**config.mk**
```make
export PLATFORM = sky130hd
export DESIGN_NAME = xor_parity_accumulator
export DESIGN_NICKNAME = d
export VERILOG_FILES = /design/src/rtl/xor_parity_accumulator_pkg.sv /design/src/rtl/xor_parity_accumulator_xor_reduce.sv /design/src/rtl/xor_parity_accumulator.sv
export SDC_FILE = /design/constraint.sdc
export NUM_CORES = 1
export LEC_CHECK = 0
export ABC_CLOCK_PERIOD_IN_PS = 3900
export CORE_UTILIZATION = 31
export CTS_CLUSTER_SIZE = 28
export DETAILED_ROUTE_END_ITERATION = 6
export PLACE_DENSITY = 0.56
export SETUP_SLACK_MARGIN = 0.05
export SYNTH_ARGS = -nofsm -noshare
export SYNTH_HDL_FRONTEND = slang
export SYNTH_SLANG_ARGS = --single-unit
export TNS_END_PERCENT = 30
```
**constraint.sdc**
```tcl
create_clock -name clk -period 3.9 [get_ports clk]
set_input_delay 0.975 -clock clk [delete_from_list [all_inputs] [get_ports clk]]
set_output_delay 0.975 -clock clk [all_outputs]
set_load 0.05 [all_outputs]
```
**src/rtl/xor_parity_accumulator_pkg.sv**
```systemverilog
// Shared definitions for the XOR parity accumulator: FSM encoding and counter sizing.
package xor_parity_accumulator_pkg;
  localparam int unsigned COUNT_W = 8;
  localparam int unsigned ERR_SAT = 255;

  typedef enum logic [0:0] {
    IDLE  = 1'b0,
    ACCUM = 1'b1
  } state_t;
endpackage

```
**src/rtl/xor_parity_accumulator_xor_reduce.sv**
```systemverilog
// N-input XOR reduction tree; combinational parity of one word.
module xor_reduce #(
  parameter int unsigned N = 4
) (
  input  logic [N-1:0] i_data,
  output logic         o_parity
);
  assign o_parity = ^i_data;
endmodule

```
**src/rtl/xor_parity_accumulator.sv**
```systemverilog
// Per-word parity plus framed parity accumulation with optional compare and saturating error count.
module xor_parity_accumulator
  import xor_parity_accumulator_pkg::*;
#(
  parameter int unsigned WIDTH     = 4,
  parameter int unsigned FRAME_LEN = 8,
  parameter int unsigned ODD_MODE  = 0
) (
  input  logic               clk,
  input  logic               rst,
  input  logic               in_valid,
  input  logic [WIDTH-1:0]   in_data,
  input  logic               frame_start,
  input  logic               check_en,
  input  logic               rx_parity,
  output logic               out_valid,
  output logic               word_even,
  output logic               word_odd,
  output logic               frame_done,
  output logic               frame_parity,
  output logic               parity_err,
  output logic [COUNT_W-1:0] word_count,
  output logic [COUNT_W-1:0] err_count
);
  localparam logic [COUNT_W-1:0] LEN_C = COUNT_W'(FRAME_LEN);
  localparam logic [COUNT_W-1:0] SAT_C = COUNT_W'(ERR_SAT);
  localparam logic               ODD_C = 1'(ODD_MODE);

  state_t             r_state;
  logic               r_acc;
  logic [COUNT_W-1:0] r_count;
  logic               r_out_valid;
  logic               r_word_even;
  logic               r_word_odd;
  logic               r_frame_done;
  logic               r_frame_parity;
  logic               r_parity_err;
  logic [COUNT_W-1:0] r_err_count;

  state_t             w_state_nxt;
  logic               w_acc_nxt;
  logic [COUNT_W-1:0] w_count_nxt;
  logic               w_out_valid_nxt;
  logic               w_word_even_nxt;
  logic               w_word_odd_nxt;
  logic               w_frame_done_nxt;
  logic               w_frame_parity_nxt;
  logic               w_parity_err_nxt;
  logic [COUNT_W-1:0] w_err_count_nxt;
  logic               w_word_par;
  logic               w_acc_new;
  logic               w_fpar_new;
  logic               w_perr_new;

  xor_reduce #(.N(WIDTH)) u_xor_reduce (
    .i_data   (in_data),
    .o_parity (w_word_par)
  );

  always_ff @(posedge clk) begin
    if (rst) begin
      r_state <= IDLE;
    end else begin
      r_state <= w_state_nxt;
    end
  end

  // Next-state, frame accumulation and output next-values.
  always_comb begin
    w_state_nxt        = r_state;
    w_acc_nxt          = r_acc;
    w_count_nxt        = r_count;
    w_out_valid_nxt    = 1'b0;
    w_word_even_nxt    = r_word_even;
    w_word_odd_nxt     = r_word_odd;
    w_frame_done_nxt   = 1'b0;
    w_frame_parity_nxt = r_frame_parity;
    w_parity_err_nxt   = r_parity_err;
    w_err_count_nxt    = r_err_count;
    w_acc_new          = r_acc ^ w_word_par;
    w_fpar_new         = w_acc_new ^ ODD_C;
    w_perr_new         = check_en & (w_fpar_new != rx_parity);

    if (in_valid) begin
      w_out_valid_nxt = 1'b1;
      w_word_even_nxt = w_word_par;
      w_word_odd_nxt  = ~w_word_par;
    end

    if (frame_start) begin
      // Open frame is dropped silently; a qualifying word opens the new one.
      if (in_valid) begin
        w_state_nxt = ACCUM;
        w_acc_nxt   = w_word_par;
        w_count_nxt = COUNT_W'(1);
      end else begin
        w_state_nxt = IDLE;
        w_acc_nxt   = 1'b0;
        w_count_nxt = '0;
      end
    end else if (in_valid) begin
      case (r_state)
        IDLE: begin
          w_state_nxt = ACCUM;
          w_acc_nxt   = w_word_par;
          w_count_nxt = COUNT_W'(1);
        end
        ACCUM: begin
          if (r_count + COUNT_W'(1) == LEN_C) begin
            w_state_nxt        = IDLE;
            w_acc_nxt          = 1'b0;
            w_count_nxt        = '0;
            w_frame_done_nxt   = 1'b1;
            w_frame_parity_nxt = w_fpar_new;
            w_parity_err_nxt   = w_perr_new;
            if (w_perr_new && (r_err_count != SAT_C)) begin
              w_err_count_nxt = r_err_count + COUNT_W'(1);
            end
          end else begin
            w_acc_nxt   = w_acc_new;
            w_count_nxt = r_count + COUNT_W'(1);
          end
        end
        default: begin
          w_state_nxt = IDLE;
          w_acc_nxt   = 1'b0;
          w_count_nxt = '0;
        end
      endcase
    end
  end

  always_ff @(posedge clk) begin
    if (rst) begin
      r_acc          <= 1'b0;
      r_count        <= '0;
      r_out_valid    <= 1'b0;
      r_word_even    <= 1'b0;
      r_word_odd     <= 1'b1;
      r_frame_done   <= 1'b0;
      r_frame_parity <= ODD_C;
      r_parity_err   <= 1'b0;
      r_err_count    <= '0;
    end else begin
      r_acc          <= w_acc_nxt;
      r_count        <= w_count_nxt;
      r_out_valid    <= w_out_valid_nxt;
      r_word_even    <= w_word_even_nxt;
      r_word_odd     <= w_word_odd_nxt;
      r_frame_done   <= w_frame_done_nxt;
      r_frame_parity <= w_frame_parity_nxt;
      r_parity_err   <= w_parity_err_nxt;
      r_err_count    <= w_err_count_nxt;
    end
  end

  assign out_valid    = r_out_valid;
  assign word_even    = r_word_even;
  assign word_odd     = r_word_odd;
  assign frame_done   = r_frame_done;
  assign frame_parity = r_frame_parity;
  assign parity_err   = r_parity_err;
  assign word_count   = r_count;
  assign err_count    = r_err_count;
endmodule
```
==> flow_metrics.tcl, run 1 <==
set metrics [dict create \
    setup-tns-final_ns 0 \
    slowest_stage "clkdlybuf4s50_1" \
    final_common_cell "clkdlybuf4s50_1" \
    fp.dieW_um 65.7 \
    seq_area_frac_synth_pct 38.2 \
    dpl-instance-area_um2 1610 \
    fin_crit_ns 2.87 \
    post-route-drc-count 0 \
    dr.pass1.iters 4 \
    wirelength_um 2820 \
    grt_max_degree 20 \
    wire_per_inst_um 12.3 \
    cts_hold_buffers 0 \
    p_leak_uw 0.000593 \
    initial_core_util_pct 33.3 \
    cp_top_family "simple AND/OR/NAND/NOR gates" \
    root_buffer "clkbuf_8" \
    cp-end-kind "flop" \
    required_ns 4.05 \
    slew_violations 0 \
    diodes 0 \
    synthFlopType "dfxtp_1" \
    hold_violations 0 \
    rsz0062_at_grt "no" \
    peakVddDrop_mv 0.154 \
    clk_pin_slew_ns 0.09 \
    post_cts_buffers 0 \
    coreArea_um2 3770 \
    gp_routability_congestion 0.806 \
    syn_area_um2 1260 \
    synthToLayoutAreaGrowth_pct 32.9 \
    clock-sinks 24 \
    insertion_delay_ns 0.26 \
    period_share_pct 73.7 \
    fp.dieArea_um2 4310 \
    drt-vias-per-instance 5.07 \
    antenna_found_initial 0 \
    cp.arrival_ns 3.03 \
    drive_above_1_share_pct 8.79 \
    path_buf_inv 1 \
    final_antenna_net_count 0 \
    synth-seq-cells 24 \
    slew-limit-headroom_pct 57.4 \
    slowest_delay_ns 0.68 \
    cts_buffer_depth 2 \
    setup_viol 0 \
    synth_cells 151 \
    nFillCells 365 \
    fin_area_um2 1670 \
    die_h_um 65.7 \
    synth-edff-count 0 \
    skew_ns 0.00679 \
    criticalPathCategory "input pin to flop" \
    via_count 1166 \
    drt_iter0_drc 63 \
    syn_nets 163 \
    ys_warn_count 0 \
    grtUsageTotal_pct 13.9 \
    worstSetupStartpointType "input pin" \
    grt-ovfl-total 0 \
    tightest_slew_ns 0.635 \
    synthArstFlopShare_pct 0 \
    cp_max_fo 15 \
    numCtsBuffers 3 \
    fmax_ghz 0.348 \
    final_cell_mix "31 x clkdlybuf4s50_1, 24 x dfxtp_1, 19 x nor2_1, 15 x a21oi_1, 11 x nand2_1" \
    crit_chain "clkdlybuf4s50_1 -> nand2_1 -> nor2_1 -> nand3_1 -> nor4_1 -> mux2_2" \
    nets 195 \
    yosys.cell_types.count 35 \
    portBuffers 31 \
    hold_class "flop to flop" \
    pin_count 32 \
    cts_tree "built" \
    grt_pass1_vias 998 \
    status "complete, no violations" \
    row_count 22 \
    dp.final_hpwl_um 2100 \
    drv_cap 0 \
    grt_pass1_wl_um 4710 \
    final_core_util_pct 44.3 \
    cts_max_level 1 \
    p_per_area_nw_per_um2 302 \
    syn_avg_cell_area_um2 8.32 \
    cts_resized 0 \
]
==> routing by layer <==
metal  share of wire (%)  routed length [µm]  track usage (%)  vias to the layer above
met5                   0                   0                0                        -
met4                0.43                  12             2.45                        0
met3                 2.6                  74             3.99                        2
met2                  48                1360             22.4                       17
met1                  49                1370             18.5                      543
li1                    -                   -                -                      604
==> synthesized netlist by cell type (2+ instances only) <==
master	count	area share [%]
and3_1	3	1.5
dfxtp_1	24	38
inv_1	7	2.1
a21oi_1	15	6.0
nand4_1	3	1.5
o31ai_1	3	1.8
a211oi_1	2	1.2
o21ai_0	5	2.0
clkbuf_1	4	1.2
ha_1	2	2.0
mux2i_1	3	2.4
a22oi_1	2	1.2
nand2_1	11	3.3
or4_1	2	1.2
a22o_1	2	1.4
a21o_1	2	1.2
nor2b_1	3	1.5
nor2_1	19	5.7
xnor2_1	5	3.5
nand3_1	8	3.2
nor4_1	3	1.5
mux2_2	6	5.4
nor3_1	4	1.6
or3_2	2	1.2
==> through the flow <==
stage | hold WS, ns | instances | total power (µW) | setup WS, ns
after floorplan | 0.562 | 151 | 317 | 1.50
after global placement | 0.455 | 226 | 343 | 0.797
after detailed placement | 0.457 | 226 | 343 | 0.735
after CTS | 0.482 | 230 | 512 | 1.01
after global routing | 0.506 | 230 | 534 | 0.778
final | 0.471 | 230 | 504 | 1.03
==> power by group <==
part	leakage (µW)	internal [µW]	total, µW	switching (µW)
Combinational	0.000370	36.0	81.6	45.6
Clock	0.0000288	90.0	167	76.9
Sequential	0.000195	250	255	5.45
Total	0.000593	376	504	128
==> flip-flops by register name, summed over array words and instances, names as in the netlist <==
name          cells
out_valid         1
word_even         1
frame_parity      1
err_count         8
word_count        8
parity_err        1
word_odd          1
r_acc             1
r_state           1
frame_done        1
==> worst paths after layout <==
path	startpoint	endpoint	slack, ns	cells after the start
setup reg to reg	word_count[0]	err_count[6]	1.62	6
setup / recovery	in_valid	err_count[6]	1.03	6
hold / removal	word_even	word_even	0.47	1
hold reg to reg	word_even	word_even	0.47	1
==> area by class of cell <==
class                           count  area [µm²]  area share (%)
Clock buffer                        4        55.1            3.30
Tap cell                           48        60.1            3.60
Inverter                            7        26.3            1.57
Sequential cell                    24         480            28.8
Multi-Input combinational cell    115         729            43.7
Timing Repair Buffer               32         318            19.0
==> cells by family after synthesis <==
logic type,Yosys count,share of synthesized area (%)
adders and majority gates,2,1.99
muxes,9,7.77
AOI/OAI and AO/OA,35,17.3
buffers and inverters,12,3.68
DFF,24,38.2
and+or+nand+nor,63,25.6
xor gates and xnor gates,6,5.38
Note: power is estimated with default switching activity, not from simulation.
==> run 2, diff against run 1 <==
- ABC_CLOCK_PERIOD_IN_PS: 3900 -> 2800
- clock period: 3.9 -> 2.8 ns (I/O delays scaled with it)
==> flow_metrics.tcl, run 2 (synthesis results as in run 1) <==
set metrics [dict create \
    antenna_found_initial 0 \
    cp-end-kind "flop" \
    skew_ns 0.00777 \
    cts_resized 0 \
    stdcell_count 234 \
    highest-signal-layer "met4" \
    slew_violations 0 \
    post-route-drc-count 0 \
    dr_wl_met2_um 1520 \
    cts_max_level 1 \
    worst_hold_slack_ns 0.466 \
    regArea_um2 480 \
    period_share_pct 85.7 \
    peakVddDrop_mv 0.245 \
    grt_max_degree 20 \
    clock-sinks 24 \
    drive_above_1_share_pct 10.8 \
    slew-limit-headroom_pct 66.4 \
    numCtsBuffers 3 \
    insertion_delay_ns 0.27 \
    place_inst 230 \
    fp.dieArea_um2 4310 \
    coreArea_um2 3770 \
    via_count 1217 \
    fp.dieW_um 65.7 \
    m1WireLength_um 1370 \
    dr.pass1.iters 4 \
    rsz0062_at_grt "no" \
    nFillCells 360 \
    grtUsageTotal_pct 15.3 \
    drt_iter0_drc 58 \
    synthToLayoutAreaGrowth_pct 36.6 \
    setup-tns-final_ns 0 \
    tightest_slew_ns 0.503 \
    portBuffers 31 \
    worstSetupStartpointType "input pin" \
    grt_pass1_vias 1172 \
    dp.final_hpwl_um 2290 \
    required_ns 2.96 \
    clk_pin_slew_ns 0.09 \
    cp.arrival_ns 2.56 \
    die_h_um 65.7 \
    initial_core_util_pct 33.3 \
    fmax_ghz 0.417 \
    drv_cap 0 \
    grt_pass1_wl_um 5160 \
    diodes 0 \
    root_buffer "clkbuf_8" \
    p_leak_uw 0.000620 \
    cts_tree "built" \
    gp_routability_congestion 0.828 \
    cts_hold_buffers 0 \
    nets 199 \
    hold_violations 0 \
    wl_met3_um 147 \
    setup_viol 0 \
    fin_crit_ns 2.40 \
    hold_class "flop to flop" \
    cts_buffer_depth 2 \
    grt-ovfl-total 0 \
    wirelength_um 3100 \
    final_cell_mix "31 x clkdlybuf4s50_1, 24 x dfxtp_1, 19 x nor2_1, 15 x a21oi_1, 11 x nand2_1" \
    pin_count 32 \
    post_cts_buffers 0 \
    p_per_area_nw_per_um2 456 \
    drt-vias-per-instance 5.20 \
    final_common_cell "clkdlybuf4s50_1" \
    multi_input_area_um2 729 \
    setup_ws_ns 0.401 \
    place_ws_ns 0.134 \
    cp_max_fo 9 \
    row_count 22 \
    wire_per_inst_um 13.2 \
    status "complete, no violations" \
    final_antenna_net_count 0 \
    criticalPathCategory "input pin to flop" \
]
run 2: cell types whose count changed in the layout (fill, tap and decap cells not counted), sizes merged:
cell,delta
buf,+4
bufinv,+1
clkbuf,-1
run 2: stage by stage:
stage	area, µm²	power, µW	util (%)
3_5_place_dp	1640	480	43.6
5_1_grt	1720	817	45.5
4_1_cts	1720	795	45.5
6_report	1720	783	45.5
2_1_floorplan	1260	441	-
3_3_place_gp	1640	479	43.6
run 2: area by class of cell:
cell class | count | area share, %
clock inverters | 1 | 1.75
flip-flops and latches | 24 | 28.0
multi-input cells | 115 | 42.5
repair buffers | 36 | 20.3
clock buffers | 3 | 2.41
well taps | 48 | 3.50
inverters | 7 | 1.53
run 2: path summary, 6_finish.rpt:
path	start	end	slack, ns	depth (start not counted)
max reg2reg	word_count[0]	err_count[6]	0.75	7
min	word_even	word_even	0.47	1
min reg2reg	word_even	word_even	0.47	1
max	in_data[1]	err_count[6]	0.40	6
run 2: power by group:
group,internal [µW],switching [µW],total [µW]
clock network,191,120,311
logic,52.3,63.7,116
registers,348,7.52,356
run 2: critical path, cell delays in order:
cell and delay (ns):
clkdlybuf4s50_1 0.41, xnor2_1 0.31, xnor3_2 0.34, nand3_4 0.12
nor4_1 0.31, mux2_2 0.38
run 2: routing by layer:
metal | track usage, % | up-vias
li1 | - | 614
met1 | 17.5 | 548
met2 | 27.0 | 47
met3 | 3.82 | 8
met4 | 5.71 | 0
met5 | 0 | -
